<file path="src/rtl/game_logic_multi_pkg.sv">
// Shared types and constants for the multi-coin game-state controller.
package game_logic_multi_pkg;

  typedef enum logic [2:0] {
    S_WAIT, S_PLAY, S_RESPAWN, S_PAUSE, S_WIN, S_LOSE, S_PREWAIT
  } state_e;

  localparam logic [3:0] ST_WAIT = 4'b1000;
  localparam logic [3:0] ST_PLAY = 4'b0100;
  localparam logic [3:0] ST_WIN  = 4'b0010;
  localparam logic [3:0] ST_LOSE = 4'b0001;

  localparam logic [7:0] KEY_SPACE = 8'h2c;
  localparam logic [7:0] KEY_P     = 8'h13;

  // Stickman geometry; coin windows are relative to the stickman box.
  localparam int STICK_W     = 50;
  localparam int STICK_H     = 50;
  localparam int FALL_LINE   = 470;
  localparam int SCREEN_LEFT = 100;
  localparam int COIN_X_LO   = 10;
  localparam int COIN_X_HI   = 46;
  localparam int COIN_Y_LO   = 10;
  localparam int COIN_Y_HI   = 74;

  // PREWAIT is the "release the start key" gap and shows as wait.
  function automatic logic [3:0] status_of(state_e s);
    case (s)
      S_PLAY, S_RESPAWN, S_PAUSE: status_of = ST_PLAY;
      S_WIN:                      status_of = ST_WIN;
      S_LOSE:                     status_of = ST_LOSE;
      default:                    status_of = ST_WAIT;
    endcase
  endfunction

endpackage

</file>
<file path="src/rtl/game_logic_multi_coin_hit_detect.sv">
// Pure overlap test of one coin against the stickman collection window.
module coin_hit_detect
  import game_logic_multi_pkg::*;
(
  input  logic [11:0] frame_cnt_i,
  input  logic [9:0]  stick_top_i,
  input  logic [12:0] coin_x_i,
  input  logic [9:0]  coin_y_i,
  output logic        hit_o
);
  logic [12:0] left, top, cy;

  always_comb begin
    left  = 13'(SCREEN_LEFT) + {1'b0, frame_cnt_i};
    top   = {3'b0, stick_top_i};
    cy    = {3'b0, coin_y_i};
    hit_o = (coin_x_i > left + 13'(COIN_X_LO)) && (coin_x_i < left + 13'(COIN_X_HI)) &&
            (cy > top + 13'(COIN_Y_LO)) && (cy < top + 13'(COIN_Y_HI));
  end
endmodule

</file>
<file path="src/rtl/game_logic_multi.sv">
// Game-state controller: status FSM, coin clearing, score, lives, pause and respawn grace.
module game_logic_multi
  import game_logic_multi_pkg::*;
#(
  parameter int          NUM_COINS      = 3,
  parameter int          NUM_LIVES      = 3,
  parameter int          WIN_FRAME      = 3000,
  parameter int          RESPAWN_FRAMES = 90,
  parameter logic [7:0]  START_KEY      = KEY_SPACE,
  parameter logic [7:0]  PAUSE_KEY      = KEY_P,
  parameter int          SCORE_W        = 8
) (
  input  logic                        Clk,
  input  logic                        Reset_n,
  input  logic                        frame_clk,
  input  logic [7:0]                  keycode,
  input  logic [9:0]                  StickmanTop,
  input  logic [9:0]                  GroundY,
  input  logic [11:0]                 frame_counter,
  input  logic [NUM_COINS-1:0][12:0]  CoinFrameX,
  input  logic [NUM_COINS-1:0][9:0]   CoinY,
  output logic [NUM_COINS-1:0]        CoinStatus,
  output logic [3:0]                  status,
  output logic                        paused,
  output logic                        respawning,
  output logic [2:0]                  lives,
  output logic [SCORE_W-1:0]          score
);
  localparam int RW = $clog2(RESPAWN_FRAMES + 1);
  localparam int CW = $clog2(NUM_COINS + 1);

  state_e               state_q, state_d;
  logic [NUM_COINS-1:0] coins_q, coins_d, collected, newly;
  logic [2:0]           lives_q, lives_d;
  logic [SCORE_W-1:0]   score_q, score_d;
  logic [SCORE_W:0]     score_sum;
  logic [CW-1:0]        new_cnt;
  logic [RW-1:0]        rcnt_q, rcnt_d;
  logic [7:0]           key_prev_q;
  logic                 frame_prev_q;
  logic                 start_press, pause_press, frame_tick, hit;
  logic [10:0]          feet;

  for (genvar g = 0; g < NUM_COINS; g++) begin : g_coin
    coin_hit_detect u_coin (
      .frame_cnt_i (frame_counter),
      .stick_top_i (StickmanTop),
      .coin_x_i    (CoinFrameX[g]),
      .coin_y_i    (CoinY[g]),
      .hit_o       (collected[g])
    );
  end

  always_comb begin
    start_press = (keycode == START_KEY) && (key_prev_q != START_KEY);
    pause_press = (keycode == PAUSE_KEY) && (key_prev_q != PAUSE_KEY);
    frame_tick  = frame_clk && !frame_prev_q;
    feet        = {1'b0, StickmanTop} + 11'(STICK_H);
    hit         = (feet > {1'b0, GroundY}) || (feet >= 11'(FALL_LINE));
  end

  always_comb begin
    state_d   = state_q;
    coins_d   = coins_q;
    lives_d   = lives_q;
    score_d   = score_q;
    rcnt_d    = rcnt_q;
    newly     = '0;
    new_cnt   = '0;
    score_sum = '0;
    // Coins only clear while the stickman is live; the end screens keep the final set.
    if (state_q == S_PLAY || state_q == S_RESPAWN) begin
      newly   = coins_q & collected;
      coins_d = coins_q & ~collected;
      for (int i = 0; i < NUM_COINS; i++) new_cnt = new_cnt + CW'(newly[i]);
      score_sum = {1'b0, score_q} + (SCORE_W+1)'(new_cnt);
      score_d   = score_sum[SCORE_W] ? '1 : score_sum[SCORE_W-1:0];
    end
    case (state_q)
      S_WAIT: if (start_press) begin
        state_d = S_PLAY;
        coins_d = '1;
        lives_d = 3'(NUM_LIVES);
        score_d = '0;
      end
      S_PLAY: begin
        if (hit) begin
          if (lives_q == 3'd1) begin
            state_d = S_LOSE;
            lives_d = '0;
          end else begin
            state_d = S_RESPAWN;
            lives_d = lives_q - 3'd1;
            rcnt_d  = '0;
          end
        end else if (frame_counter >= 12'(WIN_FRAME)) state_d = S_WIN;
        else if (pause_press)                          state_d = S_PAUSE;
      end
      S_RESPAWN: if (frame_tick) begin
        rcnt_d = rcnt_q + RW'(1);
        if (rcnt_d == RW'(RESPAWN_FRAMES)) state_d = S_PLAY;
      end
      S_PAUSE:      if (pause_press) state_d = S_PLAY;
      S_WIN, S_LOSE: if (start_press) state_d = S_PREWAIT;
      S_PREWAIT:    if (keycode != START_KEY) state_d = S_WAIT;
      default:      state_d = S_WAIT;
    endcase
  end

  always_ff @(posedge Clk) begin
    if (!Reset_n) begin
      state_q      <= S_WAIT;
      coins_q      <= '1;
      lives_q      <= 3'(NUM_LIVES);
      score_q      <= '0;
      rcnt_q       <= '0;
      key_prev_q   <= '0;
      frame_prev_q <= 1'b0;
    end else begin
      state_q      <= state_d;
      coins_q      <= coins_d;
      lives_q      <= lives_d;
      score_q      <= score_d;
      rcnt_q       <= rcnt_d;
      key_prev_q   <= keycode;
      frame_prev_q <= frame_clk;
    end
  end

  assign CoinStatus = coins_q;
  assign lives      = lives_q;
  assign score      = score_q;
  assign status     = status_of(state_q);
  assign paused     = (state_q == S_PAUSE);
  assign respawning = (state_q == S_RESPAWN);
endmodule
</file>
<file path="config.mk">
export PLATFORM = sky130hd
export DESIGN_NAME = game_logic_multi
export DESIGN_NICKNAME = d
export VERILOG_FILES = /design/src/rtl/game_logic_multi_pkg.sv /design/src/rtl/game_logic_multi_coin_hit_detect.sv /design/src/rtl/game_logic_multi.sv
export SDC_FILE = /design/constraint.sdc
export NUM_CORES = 1
export LEC_CHECK = 0
export ABC_CLOCK_PERIOD_IN_PS = 6400
export CAP_MARGIN = 20
export CELL_PAD_IN_SITES_DETAIL_PLACEMENT = 1
export CELL_PAD_IN_SITES_GLOBAL_PLACEMENT = 2
export CORE_UTILIZATION = 27
export DETAILED_ROUTE_END_ITERATION = 6
export PLACE_DENSITY_LB_ADDON = 0.1
export SLEW_MARGIN = 20
export SYNTH_ARGS = -nofsm -noshare
export SYNTH_HDL_FRONTEND = slang
export SYNTH_SLANG_ARGS = --single-unit
</file>
<file path="constraint.sdc">
create_clock -name Clk -period 6.4 [get_ports Clk]
set_clock_uncertainty 0.1 [all_clocks]
set_input_delay 1.28 -clock Clk [delete_from_list [all_inputs] [get_ports Clk]]
set_output_delay 1.28 -clock Clk [all_outputs]
set_load 0.02 [all_outputs]
</file>
==> results of run 1 <==
[cell families after synthesis]
family | after synthesis
and+or+nand+nor | 229
AOI/OAI and AO/OA | 187
adders and majority gates | 134
buffers and inverters | 60
xor gates and xnor gates | 51
DFF | 33
muxes | 4
[synth_stat cells, types with 6 or more instances]
cell      number  share of area (%)
o21ai_0       46                4.1
dfxtp_1       33                 12
a31oi_1        9                1.0
nand2b_1      11                1.2
ha_1         129                 29
nor2b_1       11                1.2
nand4_1       15                1.7
o211ai_1       6               0.80
nand2_1       42                2.8
nand3_1       26                2.3
xor2_1        21                3.3
nor3_1        17                1.5
nor2_1        53                3.5
o21a_1        13                1.7
a21o_1        11                1.5
xnor2_1       22                3.4
a21oi_1       38                3.4
and2_1        12                1.3
inv_1         45                3.0
clkbuf_1      10               0.67
[metal layers]
layer	vias up	GRT usage, %	wire length (µm)
met3	7	2.19	674
met5	-	0	0
met4	0	1.98	78
li1	3046	-	-
met1	2857	25.6	9940
met2	92	32.5	9160
[worst reg2reg max path, stage by stage (launching register included)]
cell and delay, ps:
dfxtp_1 330, inv_1 60, nor2_1 90, nand2_1 70
fa_1 440, inv_1 80, ha_2 190, fa_2 220
nand3_1 110, nor2_4 140, nand2_2 80, or2_2 330
a21oi_1 140
[how the worst max path moves through the flow]
stage / cells past startpoint / slack [ps] / to
4_1_cts: 29 / 10 / score[5]
5_1_grt: 27 / 9 / score[5]
3_3_place_gp: 28 / -470 / score[2]
3_5_place_dp: 28 / -820 / score[5]
2_1_floorplan: 27 / 310 / score[2]
6_report: 25 / 290 / score[5]
[what timing repair did]
| action | in CTS | in global routing |
|---|---|---|
| setup endpoints to repair | 8 | 8 |
| pin swaps | 5 | 14 |
| buffers inserted | 1 | 2 |
| gates cloned | 0 | 0 |
| endpoints found under the hold margin | 0 | 0 |
| resized for setup | 17 | 46 |
[area by class of cell]
type	count	area, µm²
Multi-Input combinational cell	605	4920
Clock buffer	7	143
Inverter	45	169
Tap cell	270	338
Timing Repair Buffer	238	2110
Fill cell	2406	12000
Sequential cell	33	661
[where the power goes]
part / total, mW / switching, mW / internal [mW]
clock network: 0.236 / 0.0832 / 0.153
logic: 0.681 / 0.339 / 0.342
registers: 0.223 / 0.00947 / 0.214
[stage by stage]
stage	cell area (µm²)	utilization [%]	total power, mW
floorplan	5640	-	0.575
global placement	8000	39.3	0.864
detailed placement	8000	39.3	0.892
CTS	8220	40.4	1.14
global route	8340	41.0	1.24
finish	8340	41.0	1.14
[registers in the layout, indices dropped and copies added (netlist names)]
signal and flops:
lives 3, score 8, frame_prev_q 1, key_prev_q 8, state_q 3, rcnt_q 7, CoinStatus 3
==> flow_summary.yaml, run 1 <==
logic_synthesis:
  synth_top_family_by_area: "adder cells"
  syn_inst: 698
  synth-warning-count: 0
  synth-compound-area-share_pct: 22.3
  synth_edf_count: 0
  ys.flop_type: "dfxtp_1"
  synthAdderAreaFrac_pct: 29.9
  netlist_area_mm2: 0.00564
  synth_cell_types: 81
  synth_xor_area_share_pct: 9.60
  synth_nets: 941
  muxShareOfSynthArea_pct: 0.732
  async_flop_share_pct: 0
  yosysSeqAreaShare_pct: 11.7
  avgSynthCellArea_um2: 8.08
  synth-simple-area-share_pct: 21.4
  synth-seq-cells: 33
clocking:
  path_clk_slew_ps: 50
  postCtsHoldBufs: 0
  insertion_delay_ps: 280
  clockRootBuffer: "clkbuf_16"
  cts_tree: "built"
  cts_buffer_depth: 2
  cts_sinks: 33
  htree_levels: 2
  cts_buffers: 5
floorplan:
  die-area_mm2: 0.0215
  ios: 132
  placementRows: 52
  die_y_um: 147
  initial_core_util_pct: 27.7
  core_area_mm2: 0.0204
  die_x_um: 147
setup_path:
  worstPathMaxFanout: 5
  crit_arrival_ps: 6200
  worstReg2RegStart: "CoinStatus[2]"
  r2r_setup_slack_ps: 3930
  critical_path_buf_inv_count: 4
  max_stage_delay_ps: 590
  reg2reg_to: "score[5]"
  critical-path-top-delay-family: "simple AND/OR/NAND/NOR gates"
  slowest_stage: "clkdlybuf4s50_1"
  crit_path_start: "StickmanTop[4]"
  ff2ff_path_depth: 12
  crit_path_start_kind: "input pin"
  critPathKind: "in -> reg"
  cp.required_ps: 6490
  crit_path_end_kind: "register"
sta:
  rsz0062_at_grt: "false"
  max_slew_margin_pct: 46.2
  slew_viol_final: 0
  max_freq_ghz: 0.164
  fin_crit_ps: 6110
  setup_ws_ps: 288
  setup_viol: 0
  worst_pin_slew_ps: 804
  hold_ws_ps: 407
  timing.final.crit_share_pct: 95.5
  final_hold_viol_count: 0
  fin_tns_setup_ps: 0
placement:
  portBuffers: 131
  dp.cells: 1188
  place_congestion: 0.837
  dp_slack_ps: -820
  hpwl_mm: 17.7
global_routing:
  grt_pass1_wl_mm: 32.6
  track_usage_pct: 18.8
  grt_max_degree: 26
  grt-ovfl-total: 0
  antenna_found_initial: 0
  grt_pass1_vias: 6383
layout:
  final_common_cell: "ha_1"
  syn_to_final_growth_pct: 47.8
  drive_gt1_share_pct: 18.6
  antenna_cells: 0
  final_cell_mix: "ha_1, clkdlybuf4s50_1, buf_4"
  fin_cells: 1198
  final_nets: 1171
route:
  drc: 0
  dr.pass1.iters: 4
  viasPerCell: 5.01
  wl_per_cell_um: 16.6
  drt_iter0_markers: 161
  final_antenna_net_count: 0
  drt-total-wl_mm: 19.8
  num_vias: 6002
worst_hold_path:
  holdPathEnd: "rcnt_q[5]"
  holdCritStartpoint: "rcnt_q[5]"
  hold_path.class: "reg -> reg"
  hold-path-cell-count: 2
run:
  drv_cap: 0
power:
  p_leak_nw: 3.66
  vdd_drop_max_uv: 96.1
  powerDensity_mw_per_mm2: 137
run_status:
  status: "complete, no violations"
(Power assumes the default switching activity.)
==> run 2: changes to the inputs <==
- TNS_END_PERCENT: unset -> 5
==> results of run 2 <==
The final DEF is identical to that of run 1; final timing and power are the same.
